==> src/rtl/bus_pkg.sv <==
// Shared constants and helpers for the bus terminal.
// Destination ID occupies the top ID_W bits of every packet.
package bus_pkg;

  localparam int ID_W = 8;

  // Widest packet the destination-slice helper accepts.
  localparam int PKT_MAX_W = 256;

  localparam logic [ID_W-1:0] BROADCAST_ID = {ID_W{1'b1}};

  // Extract the destination ID from a packet of width pkt_w held
  // right-justified in a PKT_MAX_W-bit vector.
  function automatic logic [ID_W-1:0] dest_id(input logic [PKT_MAX_W-1:0] pkt,
                                              input int unsigned pkt_w);
    logic [PKT_MAX_W-1:0] shifted;
    shifted = pkt >> (pkt_w - ID_W);
    return shifted[ID_W-1:0];
  endfunction

endpackage

==> src/rtl/bus_fifo.sv <==
// First-word-fall-through FIFO used for both terminal queues.
// dout shows the head whenever empty is low. A read on an empty FIFO
// is ignored; a write to a full FIFO is accepted only if a read frees
// the slot in the same cycle. Synchronous active-low reset.
module bus_fifo #(
  parameter int width = 16,
  parameter int depth = 8
) (
  input  logic                       clk,
  input  logic                       reset,
  input  logic                       wr,
  input  logic                       rd,
  input  logic [width-1:0]           din,
  output logic [width-1:0]           dout,
  output logic                       full,
  output logic                       empty,
  output logic [$clog2(depth):0]     count
);

  localparam int AW = $clog2(depth);
  localparam int CW = AW + 1;

  logic [width-1:0] mem_r [depth];
  logic [AW-1:0]    wr_ptr_r;
  logic [AW-1:0]    rd_ptr_r;
  logic [CW-1:0]    count_r;
  logic             rd_en_s;
  logic             wr_en_s;

  assign rd_en_s = rd && (count_r != CW'(0));
  assign wr_en_s = wr && ((count_r != CW'(depth)) || rd_en_s);

  // Pointer and occupancy bookkeeping; pointers wrap naturally at depth.
  always_ff @(posedge clk) begin
    if (!reset) begin
      wr_ptr_r <= AW'(0);
      rd_ptr_r <= AW'(0);
      count_r  <= CW'(0);
    end else begin
      if (wr_en_s) begin
        wr_ptr_r <= wr_ptr_r + AW'(1);
      end
      if (rd_en_s) begin
        rd_ptr_r <= rd_ptr_r + AW'(1);
      end
      case ({wr_en_s, rd_en_s})
        2'b10:   count_r <= count_r + CW'(1);
        2'b01:   count_r <= count_r - CW'(1);
        default: count_r <= count_r;
      endcase
    end
  end

  // Storage array; writes are suppressed during reset so nothing leaks through.
  always_ff @(posedge clk) begin
    if (reset && wr_en_s) begin
      mem_r[wr_ptr_r] <= din;
    end
  end

  assign dout  = mem_r[rd_ptr_r];
  assign full  = (count_r == CW'(depth));
  assign empty = (count_r == CW'(0));
  assign count = count_r;

endmodule

==> src/rtl/bus_terminal.sv <==
// Bus terminal: a host-side TX queue requesting the bus arbiter and an
// RX queue receiving packets the arbiter delivers.
// Optional feature macro: BUS_TERMINAL_ADDR_FILTER_EN -- when defined,
// only pushes addressed to `id` or to `broadcast` are accepted; when
// undefined, every push is accepted.
module bus_terminal
  import bus_pkg::*;
#(
  parameter int              pckg_sz   = 16,
  parameter int              depth     = 8,
  parameter int              id        = 0,
  parameter logic [ID_W-1:0] broadcast = BROADCAST_ID
) (
  input  logic               clk,
  input  logic               reset,
  input  logic               tx_valid,
  input  logic [pckg_sz-1:0] tx_data,
  output logic               tx_ready,
  output logic               pndng,
  output logic [pckg_sz-1:0] D_pop,
  input  logic               pop,
  input  logic               push,
  input  logic [pckg_sz-1:0] D_push,
  output logic               rx_valid,
  output logic [pckg_sz-1:0] rx_data,
  input  logic               rx_ready,
  output logic [7:0]         ovf_cnt,
  output logic               err_pop
);

  localparam int CW = $clog2(depth) + 1;

  logic [CW-1:0] tx_count_s;
  logic [CW-1:0] rx_count_s;
  logic          tx_full_s;
  logic          tx_empty_s;
  logic          rx_full_s;
  logic          rx_empty_s;
  logic          tx_wr_s;
  logic          tx_rd_s;
  logic          rx_wr_s;
  logic          rx_rd_s;
  logic          addr_ok_s;
  logic          rx_room_s;
  logic [7:0]    ovf_cnt_r;
  logic          err_pop_r;
  logic          unused_ok_s;

`ifdef BUS_TERMINAL_ADDR_FILTER_EN
  logic [ID_W-1:0] push_dest_s;
  assign push_dest_s = dest_id(PKT_MAX_W'(D_push), pckg_sz);
  assign addr_ok_s   = (push_dest_s == ID_W'(id)) || (push_dest_s == broadcast);
`else
  assign addr_ok_s   = 1'b1;
`endif

  // Host side: tx_ready comes straight from the registered occupancy.
  assign tx_ready = (tx_count_s < CW'(depth));
  assign tx_wr_s  = tx_valid && tx_ready;
  assign tx_rd_s  = pop && !tx_empty_s;
  assign pndng    = !tx_empty_s;

  // Bus side: a full RX queue still takes a packet if the host reads now.
  assign rx_rd_s   = rx_ready && !rx_empty_s;
  assign rx_room_s = !rx_full_s || rx_rd_s;
  assign rx_wr_s   = push && addr_ok_s && rx_room_s;
  assign rx_valid  = !rx_empty_s;

  assign unused_ok_s = ^{tx_full_s, rx_count_s};

  bus_fifo #(.width(pckg_sz), .depth(depth)) u_tx_fifo (
    .clk   (clk),
    .reset (reset),
    .wr    (tx_wr_s),
    .rd    (tx_rd_s),
    .din   (tx_data),
    .dout  (D_pop),
    .full  (tx_full_s),
    .empty (tx_empty_s),
    .count (tx_count_s)
  );

  bus_fifo #(.width(pckg_sz), .depth(depth)) u_rx_fifo (
    .clk   (clk),
    .reset (reset),
    .wr    (rx_wr_s),
    .rd    (rx_rd_s),
    .din   (D_push),
    .dout  (rx_data),
    .full  (rx_full_s),
    .empty (rx_empty_s),
    .count (rx_count_s)
  );

  // Count accepted pushes lost to a full RX queue, saturating at 255.
  always_ff @(posedge clk) begin
    if (!reset) begin
      ovf_cnt_r <= 8'd0;
    end else if (push && addr_ok_s && !rx_room_s && (ovf_cnt_r != 8'd255)) begin
      ovf_cnt_r <= ovf_cnt_r + 8'd1;
    end
  end

  // Sticky flag for an arbiter pop against an empty TX queue.
  always_ff @(posedge clk) begin
    if (!reset) begin
      err_pop_r <= 1'b0;
    end else if (pop && tx_empty_s) begin
      err_pop_r <= 1'b1;
    end
  end

  assign ovf_cnt = ovf_cnt_r;
  assign err_pop = err_pop_r;

endmodule

==> config.mk <==
export PLATFORM = sky130hd
export DESIGN_NAME = bus_terminal
export DESIGN_NICKNAME = d
export VERILOG_FILES = /design/src/rtl/bus_pkg.sv /design/src/rtl/bus_fifo.sv /design/src/rtl/bus_terminal.sv
export SDC_FILE = /design/constraint.sdc
export NUM_CORES = 1
export LEC_CHECK = 0
export ABC_AREA = 1
export CAP_MARGIN = 15
export CORE_MARGIN = 1.5
export CORE_UTILIZATION = 59
export DETAILED_ROUTE_END_ITERATION = 16
export GPL_TIMING_DRIVEN = 1
export HOLD_SLACK_MARGIN = 0.08
export MAX_ROUTING_LAYER = met4
export PLACE_DENSITY = 0.8
export RECOVER_POWER = 100
export REMOVE_ABC_BUFFERS = 1
export SETUP_SLACK_MARGIN = 0.02
export SKIP_LAST_GASP = 1
export SLEW_MARGIN = 30
export SYNTH_ARGS = -nofsm -noshare
export SYNTH_HDL_FRONTEND = slang
export SYNTH_SLANG_ARGS = --single-unit
==> constraint.sdc <==
create_clock -name clk -period 3.38 [get_ports clk]
set_clock_uncertainty 0.1 [all_clocks]
set_input_delay 0.676 -clock clk [delete_from_list [all_inputs] [get_ports clk]]
set_output_delay 0.676 -clock clk [all_outputs]
set_load 0.01 [all_outputs]
# Word level (Yosys, flattened, before mapping)
# Memory sizes are Yosys's and may differ from the RTL's. A register that Yosys moved wholly into a read port is not among the register bits.
# Cells that the tools add are included.
# totals
register_bits	29
ram_bits	256
elab_cells	64
mem_count	2
# classes
addsub	9
magnitude_cmp	1
n_eq_ne	8
muxes	10
reduce_logical	26
# memory_table
memory	depth	width	read_ports	rd_ports_with_merged_regs	write_ports	line_no	text
u_rx_fifo.mem_r	8	16	1	1	1	bus_fifo.sv:23	logic [width-1:0] mem_r [depth];
u_tx_fifo.mem_r	8	16	1	1	1	bus_fifo.sv:23	
# ops
cell	count
$pmux W4 S2	2
$logic_and A1 B1 Y1	13
$add A3 B1 Y3 const B	4
$mux W3	4
$add A4 B1 Y4 const B	2
$add A8 B1 Y8 const B	1
$logic_not A4 Y1	2
$ne A4 B4 Y1 const B	2
$ne A8 B8 Y1 const B	1
$reduce_bool A4 Y1	2
$sub A4 B1 Y4 const B	2
$eq A2 B1 Y1 const B	2
$eq A2 B2 Y1 const B	2
$eq A4 B4 Y1 const B	1
$logic_not A1 Y1	4
$lt A4 B4 Y1 const B	1
$mux W1	4
$reduce_bool A2 Y1	2
$logic_or A1 B1 Y1	3

# Logic depth before layout (Yosys ltp)
# Gate-level depths: netlist (run 1).
# logic_depth
word_depth	9
ltp_mapped	13
depth_no_buf	13

# Hierarchy
# From an unflattened synthesis (run 1), not the netlist that was laid out.
# hier_totals
hier_cells	932
area_unflattened_um2	11888.9
# modules_own_cells
module	n_inst	cells_each	area_each_um2
bus_fifo (u_rx_fifo)	1	422	5677.9
bus_fifo (u_tx_fifo)	1	422	5665.4
bus_terminal	1	88	545.5

# Worst setup path before layout (run 1)
# Ideal clock, no wire load.
# synth_timing
path_type	input -> register
start	input rx_ready
end	memory u_rx_fifo.mem_r[0][0], enable pin
t_arrival_ns	2.196
path_slack_ns	0.675
cell_stages	6
path_buffers	0
cell_sequence	inv_1 -> nand3_1 -> nand2_2 -> inv_1 -> nand2_1 -> nor3_1
# synth_via
elab_chain_len	7
word_cells_on_any_way	9
# synth_rtl
item	line_no	text
from (decl)	bus_terminal.sv:26	input logic rx_ready,
$logic_and A1 B1 Y1 (*)	bus_terminal.sv:64	assign rx_rd_s = rx_ready && !rx_empty_s;
$logic_or A1 B1 Y1 / $logic_and A1 B1 Y1 (equally long branches)	bus_terminal.sv:65, bus_fifo.sv:30	
$logic_and A1 B1 Y1 / $logic_or A1 B1 Y1 (equally long branches)	bus_terminal.sv:66, bus_fifo.sv:31	
$logic_and A1 B1 Y1 (*)	bus_fifo.sv:31	assign wr_en_s = wr && ((count_r != CW'(depth)) || rd_en_s);
$logic_and A1 B1 Y1 (*)	bus_fifo.sv:56	if (reset && wr_en_s) begin
$mux W1 (*)	bus_fifo.sv:56	
$mux W1 (implied by the code) (*)	bus_fifo.sv:57	mem_r[wr_ptr_r] <= din;
to (decl)	bus_fifo.sv:23	
# Every way passes the cells marked *; elsewhere a longest branch is shown, timed or not.

==> results of run 1 <==
[timing repair]
action | CTS | global route
hold buffers | 0 | 0
endpoints found under the setup margin | 2 | 12
cloned | 0 | 1
buffers inserted | 0 | 0
pin swaps | 0 | 0
resized for setup | 1 | 2
[cells in the mapped netlist (all sizes together)]
| cell type | instances | share of area [%] |
|---|---|---|
| buf | 34 | 2.2 |
| nand2 | 144 | 4.6 |
| edfxtp | 256 | 65 |
| nand4 | 4 | 0.32 |
| ha | 11 | 1.2 |
| o22ai | 32 | 1.7 |
| clkbuf | 13 | 0.45 |
| xnor2 | 5 | 0.37 |
| nor3b | 1 | 0.063 |
| dfxtp | 35 | 5.9 |
| mux2i | 32 | 2.7 |
| nand3 | 10 | 0.46 |
| nor3 | 6 | 0.25 |
| o21ai | 152 | 6.4 |
| o21a | 1 | 0.063 |
| and3 | 1 | 0.053 |
| nor2 | 167 | 5.6 |
| a21oi | 24 | 1.0 |
| inv | 42 | 1.4 |
| xor2 | 5 | 0.37 |
[metal layers]
metal	track usage [%]	wire length (microns)	vias to the layer above
li1	-	-	3624
met1	31.4	10100	3639
met2	36.6	11400	274
met3	3.03	1480	42
met4	7.23	467	0
met5	-	0	-
[cells by family after synthesis]
kind of cell,synth area share (%)
and+or+nand+nor,11.4
adders and majority gates,1.16
DFF,70.8
muxes,2.70
xor gates and xnor gates,0.739
AOI/OAI and AO/OA,9.19
buffers and inverters,3.99
[layout make-up]
| cell class | instances | area share, % |
|---|---|---|
| sequential | 291 | 60.6 |
| multi-input combinational | 595 | 21.5 |
| timing repair buffer | 106 | 7.15 |
| clock buffer | 31 | 5.30 |
| tap | 265 | 2.39 |
| clock inverter | 21 | 1.76 |
| inverter | 42 | 1.19 |
| antenna | 2 | 0.0361 |
[registers in the layout (all words and copies together) (netlist names), named ones only]
signal              cells
u_tx_fifo.rd_ptr_r      3
u_rx_fifo.rd_ptr_r      3
ovf_cnt                 8
u_rx_fifo.mem_r       128
u_tx_fifo.count         4
err_pop                 1
u_rx_fifo.wr_ptr_r      3
u_tx_fifo.wr_ptr_r      3
u_tx_fifo.mem_r       128
u_rx_fifo.count         4
[final timing paths]
path,start,endpoint,depth (start not counted)
setup / recovery,flop,D_pop[2],6
setup reg to reg,u_tx_fifo.count[3],u_tx_fifo.mem_r[6][11],6
hold / removal,err_pop,err_pop,1
hold reg to reg,err_pop,err_pop,1
[through the flow]
stage	hold slack, ps	instances
floorplan	351	928
global placement	353	1298
detailed placement	360	1298
CTS	380	1350
global route	390	1353
finish	372	1353
[cell usage in the layout (no fill, tap or decap), types with 6 or more instances in the layout]
| master | count |
|---|---|
| sky130_fd_sc_hd__nor2_1 | 158 |
| sky130_fd_sc_hd__clkdlybuf4s50_1 | 26 |
| sky130_fd_sc_hd__a21oi_1 | 24 |
| sky130_fd_sc_hd__mux2i_1 | 32 |
| sky130_fd_sc_hd__clkbuf_2 | 8 |
| sky130_fd_sc_hd__nand2_1 | 142 |
| sky130_fd_sc_hd__nand3_1 | 9 |
| sky130_fd_sc_hd__dfxtp_1 | 31 |
| sky130_fd_sc_hd__clkbuf_1 | 11 |
| sky130_fd_sc_hd__edfxtp_1 | 256 |
| sky130_fd_sc_hd__o21ai_1 | 26 |
| sky130_fd_sc_hd__clkbuf_16 | 29 |
| sky130_fd_sc_hd__inv_1 | 38 |
| sky130_fd_sc_hd__ha_1 | 11 |
| sky130_fd_sc_hd__nor2_2 | 7 |
| sky130_fd_sc_hd__clkinv_2 | 6 |
| sky130_fd_sc_hd__dlygate4sd3_1 | 55 |
| sky130_fd_sc_hd__o22ai_1 | 32 |
| sky130_fd_sc_hd__o21ai_0 | 126 |
[report_power, final]
group / total, W / leakage (nW) / internal (W) / switching, W
Combinational: 0.00245 / 1.83 / 0.00103 / 0.00141
Sequential: 0.00432 / 2.60 / 0.00410 / 0.000219
Clock: 0.00323 / 0.475 / 0.00195 / 0.00128
Total: 0.0100 / 4.90 / 0.00708 / 0.00291
[worst register-to-register path: stages (launching register included)]
cell,delay (ps)
sky130_fd_sc_hd__dfxtp_1,330
sky130_fd_sc_hd__inv_1,110
sky130_fd_sc_hd__nand2_1,200
sky130_fd_sc_hd__nor2_1,180
sky130_fd_sc_hd__nand2_1,120
sky130_fd_sc_hd__nor2_1,110
sky130_fd_sc_hd__clkbuf_1,960
==> out/results.md, run 1 <==
- result of the run: finished, final reports clean
- count of final max-slew check failures: 0
- number of nets in the layout: 1113
- transition time at the pin with the least slew margin: 1300 ps
- sequential standard cell area: 8400 sq um
- number of optimization iterations in the first detailed-route pass: 5
- synthesized area per cell: 12.1 sq um
- kind of cell adding the most delay to the critical path: buffers and inverters
- final routed wire length divided by cell count: 17.3 microns
- total of max-cap violations: 0
- deepest level of the CTS H-tree: 1
- number of buffers inserted during clock tree synthesis: 28
- placeable core area: 19600 sq um
- TritonCTS sink count: 291
- count of unique library cells instantiated by Yosys: 32
- total power divided by cell area: 722 nW/um^2
- biggest cell delay along the critical path: 570 ps
- worst hold path type: reg -> reg
- Clock Tree Buf Depth: 3
- yosys synthesis warning count: 0
- Setup WS pre-CTS: 573 ps
- leakage: 4.90 nW
- Final Routed Wirelength: 23500 microns
- Top Ports: 82
- clock transition at the register clock pins on the worst setup and hold paths after CTS: 60 ps
- crit path capture type: primary output
- worst-skew pair later-pin latency: 530 ps
- aggregate global routing overflow: 0
- Detail Route Antenna Nets: 0
- routed vias: 7579
- vertical die dimension: 145 microns
- startpoint-to-endpoint class of the critical path: reg -> out
- crit path max fanout: 27
- DRC violations left: 0
- Post-Synthesis Cells: 975
- r2r setup slk: 870 ps
- number of hold violations in the final report: 0
- site row count: 51
- Die Wd: 145 microns
- master of the slowest instance on the critical path: sky130_fd_sc_hd__dfxtp_2
- largest net degree at the start of global routing: 56
- total track usage: 23.0%
- number of storage elements in the synthesis netlist: 291
- total die area: 20900 sq um
- total design power: 0.0100 W
- max-slew headroom at the worst pin: 13.1%
- final count of negative-setup-slack endpoints: 0
- core occupancy in the finished layout: 70.7%
- placed cell areas: 12900 sq um
- Via density: 5.60
- DRC marker count from the first detailed-route iteration: 741
- part of the Yosys area used for sequential elements: 70.8%
- startpoint kind of the worst setup timing path: flop
- arrival time at the worst endpoint: 2530 ps
- proportion of layout cells with a drive suffix above 1: 7.83%
- DPL Wire Length: 12500 microns
- required time reported for the critical path endpoint: 2600 ps
- crit-path most repeated cell: sky130_fd_sc_hd__nand2_1
- RePlAce Congestion: 0.789
- global-route wire length before repair: 35800 microns
- total area of multi-input combinational cells: 2980 sq um
- maximum ir drop on the vdd rail: 434 uV
- number of antenna violations at the first check in global routing: 2
- Filler Cells Inserted: 1336
- summed instance area of the synthesized netlist: 11800 sq um
- clock tree from TritonCTS: done
- setup tns final: 0 ps
- final critical-path required period: 3310 ps
- Peak Freq: 302 MHz
- buffer type at the clock tree root: sky130_fd_sc_hd__clkbuf_16
- Final Worst Setup Slack: 72.9 ps
- RSZ-0062 raised after global routing: yes
- sum of buffers and inverters on the critical path: 2
- final period utilization: 97.8%
- area growth from synthesis to layout: 16.9%
- initial standard-cell utilization of the core: 60.5%
- final design area excluding fillers: 13800 sq um
- vias in the first global route: 7150
- critical-path cell list: buf_6 > o21ai_0 > o22ai_1 > nand2_1 > nand2_1 > clkdlybuf4s50_1
- quantity of I/O buffers inserted on ports: 81
Power figures use the tool's default switching activity.
==> run 2, diff against run 1 <==
--- a/config.mk
+++ b/config.mk
@@ -10,7 +10,7 @@
 export CORE_MARGIN = 1.5
 export CORE_UTILIZATION = 59
 export DETAILED_ROUTE_END_ITERATION = 16
-export GPL_TIMING_DRIVEN = 1
+export GPL_TIMING_DRIVEN = 0
 export HOLD_SLACK_MARGIN = 0.08
 export MAX_ROUTING_LAYER = met4
 export PLACE_DENSITY = 0.8
==> run 2 against run 1 <==
Final cell count fell by 0.59%. Final area fell by 0.36%. Hold slack got worse by 14 ps. Combinational power rose by 2%. Critical path depth rose by 1. Sequential power barely moved. Global-route usage rose by 0.63 points. Maximum frequency rose by 1.1%. Sequential share of layout area rose by 0.27 points. Total power fell by 2.5%. Via count rose by 1.7%.
==> out/results.md, run 2 (synthesis results as in run 1) <==
- number of antenna violations at the first check in global routing: 1, -1
- net switching fraction of the power: 30.3%, +1.1 points
- transition time at the pin with the least slew margin: 1170 ps, -138 ps
- routed vias: 7708, +1.7%
- required time reported for the critical path endpoint: 2600 ps, about the same
- final routed wire length divided by cell count: 18.5 microns, +6.4%
- number of hold violations in the final report: 0, unchanged
- DPL Wire Length: 13600 microns, +8.6%
- depth of the worst register-to-register path: 7, +1
- startpoint kind of the worst setup timing path: flop
- RePlAce Congestion: 0.804, +1.9%
- worst-skew pair later-pin latency: 530 ps, about the same
- total die area: 20900 sq um, unchanged
- startpoint of the worst hold path: err_pop
- Filler Cells Inserted: 1310, -1.9%
- RSZ-0062 raised after global routing: no
- max-slew headroom at the worst pin: 21.7%, +8.6 points
- leading cell types in the layout, fill and taps excluded: sky130_fd_sc_hd__edfxtp_1, sky130_fd_sc_hd__nor2_1, sky130_fd_sc_hd__nand2_1, sky130_fd_sc_hd__o21ai_0, sky130_fd_sc_hd__dlygate4sd3_1
- setup tns final: 0 ps, unchanged
- leakage: 4.83 nW, -1.4%
- sequential standard cell area: 8410 sq um, about the same
- clock tree from TritonCTS: done
- final design area excluding fillers: 13800 sq um, -0.36%
- Clock Tree Buf Depth: 3, unchanged
- Pint: 0.00679 W, -4.1%
- total area of multi-input combinational cells: 3040 sq um, +1.9%
- count of hold buffers inserted by post-cts repair: 0, unchanged
- total of max-cap violations: 0, unchanged
- result of the run: finished, final reports clean
- number of optimization iterations in the first detailed-route pass: 5, unchanged
- startpoint of the lowest-slack register-to-register path: u_rx_fifo.count[0]
- startpoint-to-endpoint class of the critical path: reg -> out
- r2r setup slk: 580 ps, -290 ps
- buffer type at the clock tree root: sky130_fd_sc_hd__clkbuf_16
- worst slack on hold paths: 358 ps, -13.9 ps
- final period utilization: 96.7%, -1.1 points
- Peak Freq: 306 MHz, +1.1%
- site row count: 51, unchanged
- Final Routed Wirelength: 24800 microns, +5.7%
- most common cell after layout, fill and taps aside: sky130_fd_sc_hd__edfxtp_1
- area growth from synthesis to layout: 16.5%
- final critical-path required period: 3270 ps, -37.2 ps
- initial standard-cell utilization of the core: 60.5%, unchanged
- crit path max fanout: 53, +96%
- worst hold path type: reg -> reg
- Sequential Power Share: 44.5%, +1.3 points
- vertical die dimension: 145 microns, unchanged
- global-route wire length before repair: 36500 microns, +1.9%
- maximum ir drop on the vdd rail: 482 uV, +11%
- aggregate global routing overflow: 0, unchanged
- Via density: 5.73, +2.3%
- placeable core area: 19600 sq um, unchanged
- crit path capture type: primary output
- DRC violations left: 0, unchanged
- total track usage: 23.6%, +0.63 points
- placed cell areas: 12900 sq um, about the same
- quantity of I/O buffers inserted on ports: 81, unchanged
- clock transition at the register clock pins on the worst setup and hold paths after CTS: 60 ps, about the same
- TritonCTS sink count: 291, unchanged
- worst hold path depth: 1, unchanged
- NetSw: 0.00295 W, +1.2%
- vias in the first global route: 7205, +0.77%
- arrival time at the worst endpoint: 2490 ps, -40 ps
- count of final max-slew check failures: 0, unchanged
- total design power: 0.00974 W, -2.5%
- Clock power frac: 29.8%, -2.5 points
- Top Ports: 82, unchanged
- Die Wd: 145 microns, unchanged
- deepest level of the CTS H-tree: 1, unchanged
- part of the total power dissipated in combinational logic: 25.7%, +1.2 points
- proportion of layout cells with a drive suffix above 1: 8.16%, +0.34 points
- number of nets in the layout: 1105, -0.72%
- final count of negative-setup-slack endpoints: 0, unchanged
- largest net degree at the start of global routing: 65, +16%
- Detail Route Antenna Nets: 0, unchanged
- DRC marker count from the first detailed-route iteration: 593, -20%
- number of buffers inserted during clock tree synthesis: 28, unchanged
- total power divided by cell area: 706 nW/um^2, -2.2%
==> run 2: changes by cell type in the layout (fill, tap and decap cells not counted), moves of 3 or more <==
cell                        before  now
sky130_fd_sc_hd__clkinv_2        6    9
sky130_fd_sc_hd__bufinv_16       5    1
sky130_fd_sc_hd__nor2_1        158  148
sky130_fd_sc_hd__nor2_4          2   10
sky130_fd_sc_hd__clkbuf_2        8    4
==> run 2: metrics by stage <==
stage          setup WS [ps]  std cells  utilization [%]
2_1_floorplan            288        928                -
3_3_place_gp           -1380       1274             64.7
3_5_place_dp            -219       1286             66.0
4_1_cts                 45.2       1340             70.6
5_1_grt                 22.2       1344             70.4
6_report                 110       1345             70.4
==> run 2: repair_timing <==
action,4_1_cts,5_1_grt
endpoints found under the setup margin,32,28
setup buffers,2,2
resized for setup,4,3
cloned,0,1
==> run 2: worst paths after layout <==
| kind | endpoint |
|---|---|
| min | err_pop |
| min reg2reg | err_pop |
| max reg2reg | u_rx_fifo.mem_r[2][1] |
| max | rx_data[6] |
==> run 2: critical path, stage by stage (launching register included) <==
cell and delay [ps]:
sky130_fd_sc_hd__dfxtp_4 440, sky130_fd_sc_hd__buf_12 290, sky130_fd_sc_hd__inv_8 160, sky130_fd_sc_hd__o21ai_0 220, sky130_fd_sc_hd__o21ai_0 130, sky130_fd_sc_hd__nand2_1 90
sky130_fd_sc_hd__nand2_1 90, sky130_fd_sc_hd__clkdlybuf4s50_1 480
==> run 2: power by group through the flow <==
stage	Sequential [W]	Clock, W	Combinational (W)
6_report	0.00434	0.00291	0.00250
5_1_grt	0.00436	0.00309	0.00277
4_1_cts	0.00440	0.00294	0.00241
3_5_place_dp	0.00447	0	0.00238
3_3_place_gp	0.00458	0	0.00214
2_1_floorplan	0.00445	0	0.00135
==> run 2: routing by layer <==
| layer | part of all wire, % | track usage [%] |
|---|---|---|
| met4 | 1.7 | 6.65 |
| met1 | 41 | 30.9 |
| met5 | 0 | - |
| met2 | 50 | 39.0 |
| met3 | 6.9 | 3.55 |
==> run 2: area by class of cell <==
cell class,instances,share of cell area [%]
Clock buffer,35,5.42
Inverter,42,1.28
Tap cell,265,2.40
Sequential cell,291,60.9
Timing Repair Buffer,98,7.11
Antenna cell,2,0.0363
Multi-Input combinational cell,595,22.0
Clock inverter,17,0.816
